==> config.mk <==
export PLATFORM = sky130hd
export DESIGN_NAME = mem_port_arbiter
export DESIGN_NICKNAME = d
export VERILOG_FILES = /design/src/rtl/riscv_pkg.sv /design/src/rtl/mem_arb_pick.sv /design/src/rtl/mem_port_arbiter.sv
export SDC_FILE = /design/constraint.sdc
export NUM_CORES = 1
export LEC_CHECK = 0
export CAP_MARGIN = 40
export CELL_PAD_IN_SITES_DETAIL_PLACEMENT = 1
export CELL_PAD_IN_SITES_GLOBAL_PLACEMENT = 1
export CORE_MARGIN = 1
export CORE_UTILIZATION = 24
export CTS_BUF_LIST = sky130_fd_sc_hd__clkbuf_2
export DETAILED_ROUTE_END_ITERATION = 7
export PLACE_DENSITY_LB_ADDON = 0.1
export SLEW_MARGIN = 10
export SYNTH_ARGS = -nofsm -noshare
export SYNTH_HDL_FRONTEND = slang
export SYNTH_HIERARCHICAL = 1
export SYNTH_SLANG_ARGS = --single-unit
==> constraint.sdc <==
create_clock -name clk -period 2.1 [get_ports clk]
set_clock_uncertainty 0.2 [all_clocks]
set_input_delay 0.63 -clock clk [delete_from_list [all_inputs] [get_ports clk]]
set_output_delay 0.63 -clock clk [all_outputs]
set_load 0.05 [all_outputs]
==> src/rtl/riscv_pkg.sv <==
// Shared pipeline types for the memory-port arbiter.
package riscv_pkg;
  localparam int XLEN_DEF = 32;
  localparam int AW_DEF   = 32;

  typedef enum logic [1:0] {
    IDLE  = 2'd0,
    FETCH = 2'd1,
    DATA  = 2'd2
  } arb_state_t;
endpackage

==> src/rtl/mem_arb_pick.sv <==
// Round-robin pick between fetch and data requests; lastd=1 means data won last.
module mem_arb_pick (
  input  logic ifreq,
  input  logic dreq,
  input  logic lastd,
  output logic grant_d,
  output logic grant_f
);
  assign grant_d = dreq  & (~ifreq | ~lastd);
  assign grant_f = ifreq & (~dreq  |  lastd);
endmodule

==> src/rtl/mem_port_arbiter.sv <==
// Shares one unified memory port between IF and MEM, one access at a time,
// with a kill flag that swallows a fetch result after a branch flush.
module mem_port_arbiter
  import riscv_pkg::*;
#(
  parameter int XLEN = XLEN_DEF,
  parameter int AW   = AW_DEF
) (
  input  logic              clk,
  input  logic              rst_n,
  input  logic              ifreq,
  input  logic [AW-1:0]     ifaddr,
  input  logic              ifkill,
  output logic              ifvalid,
  output logic [XLEN-1:0]   ifrdata,
  input  logic              dreq,
  input  logic              dwe,
  input  logic [AW-1:0]     daddr,
  input  logic [XLEN-1:0]   dwdata,
  input  logic [XLEN/8-1:0] dbe,
  output logic              dvalid,
  output logic [XLEN-1:0]   drdata,
  output logic              stallf,
  output logic              stallm,
  output logic              memreq,
  output logic              memwe,
  output logic [AW-1:0]     memaddr,
  output logic [XLEN-1:0]   memwdata,
  output logic [XLEN/8-1:0] memben,
  input  logic              memready,
  input  logic [XLEN-1:0]   memrdata
);
  arb_state_t state;
  logic       lastd;
  logic       killed;
  logic       grant_d, grant_f;

  mem_arb_pick u_pick (
    .ifreq  (ifreq),
    .dreq   (dreq),
    .lastd  (lastd),
    .grant_d(grant_d),
    .grant_f(grant_f)
  );

  always_ff @(posedge clk or negedge rst_n) begin
    if (!rst_n) begin
      state    <= IDLE;
      memreq   <= 1'b0;
      memwe    <= 1'b0;
      memaddr  <= '0;
      memwdata <= '0;
      memben   <= '0;
      lastd    <= 1'b0;
      killed   <= 1'b0;
    end else begin
      case (state)
        IDLE: begin
          if (grant_d) begin
            state    <= DATA;
            memreq   <= 1'b1;
            memwe    <= dwe;
            memaddr  <= daddr;
            memwdata <= dwdata;
            memben   <= dbe;
            lastd    <= 1'b1;
          end else if (grant_f) begin
            state   <= FETCH;
            memreq  <= 1'b1;
            memwe   <= 1'b0;
            memaddr <= ifaddr;
            memben  <= '0;
            lastd   <= 1'b0;
          end
        end
        FETCH: begin
          // The access always runs to completion; a flush only hides its result.
          if (ifkill) killed <= 1'b1;
          if (memready) begin
            state  <= IDLE;
            memreq <= 1'b0;
            killed <= 1'b0;
          end
        end
        DATA: begin
          if (memready) begin
            state  <= IDLE;
            memreq <= 1'b0;
          end
        end
        default: begin
          state  <= IDLE;
          memreq <= 1'b0;
        end
      endcase
    end
  end

  assign ifvalid = (state == FETCH) & memready & ~killed & ~ifkill;
  assign dvalid  = (state == DATA) & memready;
  assign ifrdata = memrdata;
  assign drdata  = memrdata;
  assign stallf  = ifreq & ~ifvalid;
  assign stallm  = dreq & ~dvalid;
endmodule

==> results.txt <==
VDD IR max - 612 uV
Worst R2R Path Depth - 8
largest net degree at the start of global routing - 75
fin. max-slew vios - 0
synth-to-layout area growth - 66.0%
Diodes inserted - 0
DRT Pass-1 Iters - 4
Tcrit/Tclk final - 123%
drt via density - 4.58
H-tree Lvls - 3
Worst Setup End Kind - output port
GPL Wtd Cong - 0.704
total grt overflow - 0
Netlist cell types - 20
Tmin final - 2.59 ns
die area - 16000 um2
share of cells above drive strength 1 - 30.3%
Syn Std Cell Area - 3710 um2
most frequent cells in the layout - clkdlybuf4s50_1, nand2_1, dfrtp_1
GRT Resource Usage Total - 15.8%
CP Buf/Inv Count - 3
Worst Path Max Fanout - 3
Worst EP required - 1.27 ns
clock sink count - 74
Final WS setup - -0.490 ns
Post-Route WL - 12.4 mm
vias in the first global route - 3783
Leak Pwr - 2.79 nW
DP Wirelength - 8.33 mm
filler instances - 1648
# setup viols final - 4
final hold vios - 0
clk_lat worst skew - 0.53 ns
reg2reg setup slack - 0.10 ns
CP Data Arrival Time - 1.76 ns
Worst-path clk slew - 0.19 ns
core area - 15100 um2
Cell Pwr Density - 1740 nW/um2
post-route antenna net violation count - 0
row cnt - 45
critical-path cell list - clkdlybuf4s50_1, nand2_8, nor3_4, buf_6, buf_12
failing checks - setup timing
Power Total - 10.7 mW
Hold Startpoint - memwdata[17]$_DFFE_PN0P_
Post-Synthesis Cells - 394
# IOs - 277
sequential share of the synthesized area - 49.9%
DRC viols - 0
post-synth top area share - 49.9%
detailed-route via count - 3451
worst hold margin - 0.303 ns
worst hold path depth - 2
DIE HEIGHT - 126 um
initial antenna violation count - 0
Min-Delay Path Class - reg2reg
WS Path Type - in2out
Max Fclk - 0.386 GHz
WL/cell - 16.5 um
RR Endpoint - memaddr[26]$_DFFE_PN0P_
Total Nets Final - 703
cell taking the most area after synthesis - dfrtp_1
TritonCTS clock tree - built
Slew HR - 71.5%
Worst Hold End - memwdata[17]$_DFFE_PN0P_
max-cap violations - 0
CP Launch Type - primary input
R2R Path Start - state[1]$_DFFE_PN0P_
number of buffers added on ports - 180
main area contributors after synthesis - dfrtp_1, buf_4, nand2_1, o32ai_1, o22ai_1
Yosys warnings - 6
Syn Nets - 536
Initial Util - 24.5%
Crit path max-delay family - buffers and inverters
Num CTS Buffers - 9
slowest cell on the critical path - clkdlybuf4s50_1
status - complete, but fails checks
number of synthesized register bits - 74
unrepaired setup endpoints after global routing - true
first-pass GRT wire length - 19.7 mm
Slowest Stage Delay on Critical Path - 0.60 ns
Slew @ Worst Pin - 0.427 ns
Max clock buf depth - 2
Mapped Avg Cell Area - 9.42 um2
drt initial violations - 122
most common cell after layout, fill and taps aside - clkdlybuf4s50_1
Chip Width - 126 um
Root Buffer - clkbuf_2
==> power breakdown <==
| group | switching, mW | internal, mW | total, mW |
|---|---|---|---|
| logic | 4.14 | 3.17 | 7.30 |
| registers | 0.617 | 2.13 | 2.75 |
| clock network | 0.516 | 0.141 | 0.657 |
==> per-layer routing <==
layer | track usage [%] | routed length, um | vias to the layer above
met4 | 4.68 | 166 | 0
met5 | 0 | 0 | -
met2 | 26.8 | 6100 | 145
met3 | 6.92 | 1080 | 15
met1 | 17.9 | 5090 | 1676
li1 | - | - | 1615
==> worst max path at each step <==
stage                     depth (start not counted)                  from  slack, ns  endpoint
after floorplan                                   3              memready      -0.11    stallf
after global placement                            5              memready      -0.53   ifvalid
after detailed placement                          5              memready      -0.55   ifvalid
after CTS                                         6  state[1]$_DFFE_PN0P_      -0.55   ifvalid
after global routing                              6  state[1]$_DFFE_PN0P_      -0.64   ifvalid
final                                             5              memready      -0.49   ifvalid
==> worst reg2reg max path, stage by stage, from the launching register on <==
cell	delay [ns]
dfrtp_1	0.43
inv_2	0.09
buf_4	0.11
buf_4	0.10
ha_1	0.28
nand2_1	0.14
buf_12	0.20
o32ai_1	0.27
nor2_1	0.08
==> stage by stage <==
stage	util, %	std cells	setup WS [ns]	cell area, um2	setup TNS [ns]
2_1_floorplan	-	394	-0.106	3770	-0.106
3_3_place_gp	36.9	695	-0.529	5590	-23.73
3_5_place_dp	36.9	695	-0.551	5590	-25.86
4_1_cts	38.7	732	-0.549	5870	-1.98
5_1_grt	40.7	753	-0.642	6160	-2.82
6_report	40.7	753	-0.490	6160	-1.68
==> cell usage after synthesis, drive strengths merged <==
master	n
or2	1
inv	4
nor2	34
nand2	102
and2	2
a21oi	6
nand2b	2
ha	3
o32ai	32
a21boi	2
nor2b	3
buf	82
clkbuf	8
o22ai	33
dfrtp	74
nor3	1
a22o	5
==> final cells by class <==
type	count	area [um2]	area share [%]
Clock inverter	5	22.5	0.365
Timing Repair Buffer	246	2690	43.7
Clock buffer	10	50.0	0.812
Tap cell	188	235	3.82
Inverter	4	15.0	0.244
Multi-Input combinational cell	226	1290	21.0
Sequential cell	74	1860	30.1
==> registers in the layout (all words and copies together) (netlist names) <==
register and count:
memaddr 32, memwdata 32, memben 4, state 2, killed 1, lastd 1
memreq 1, memwe 1
==> repair_timing <==
item,CTS,global route
hold endpoints to repair,74,0
pin swaps,2,0
endpoints found under the setup margin,23,71
hold buffers,1,0
resized for setup,9,39
setup buffers,21,21
==> cell families (layout without fill, tap and decap cells) <==
group	Yosys count	after routing	share of synthesized area [%]
adders and majority gates	3	3	1.01
DFF	74	74	49.9
buffers and inverters	94	265	17.6
and+or+nand+nor	145	145	15.2
AOI/OAI and AO/OA	78	78	16.3
(Power assumes the default switching activity.)
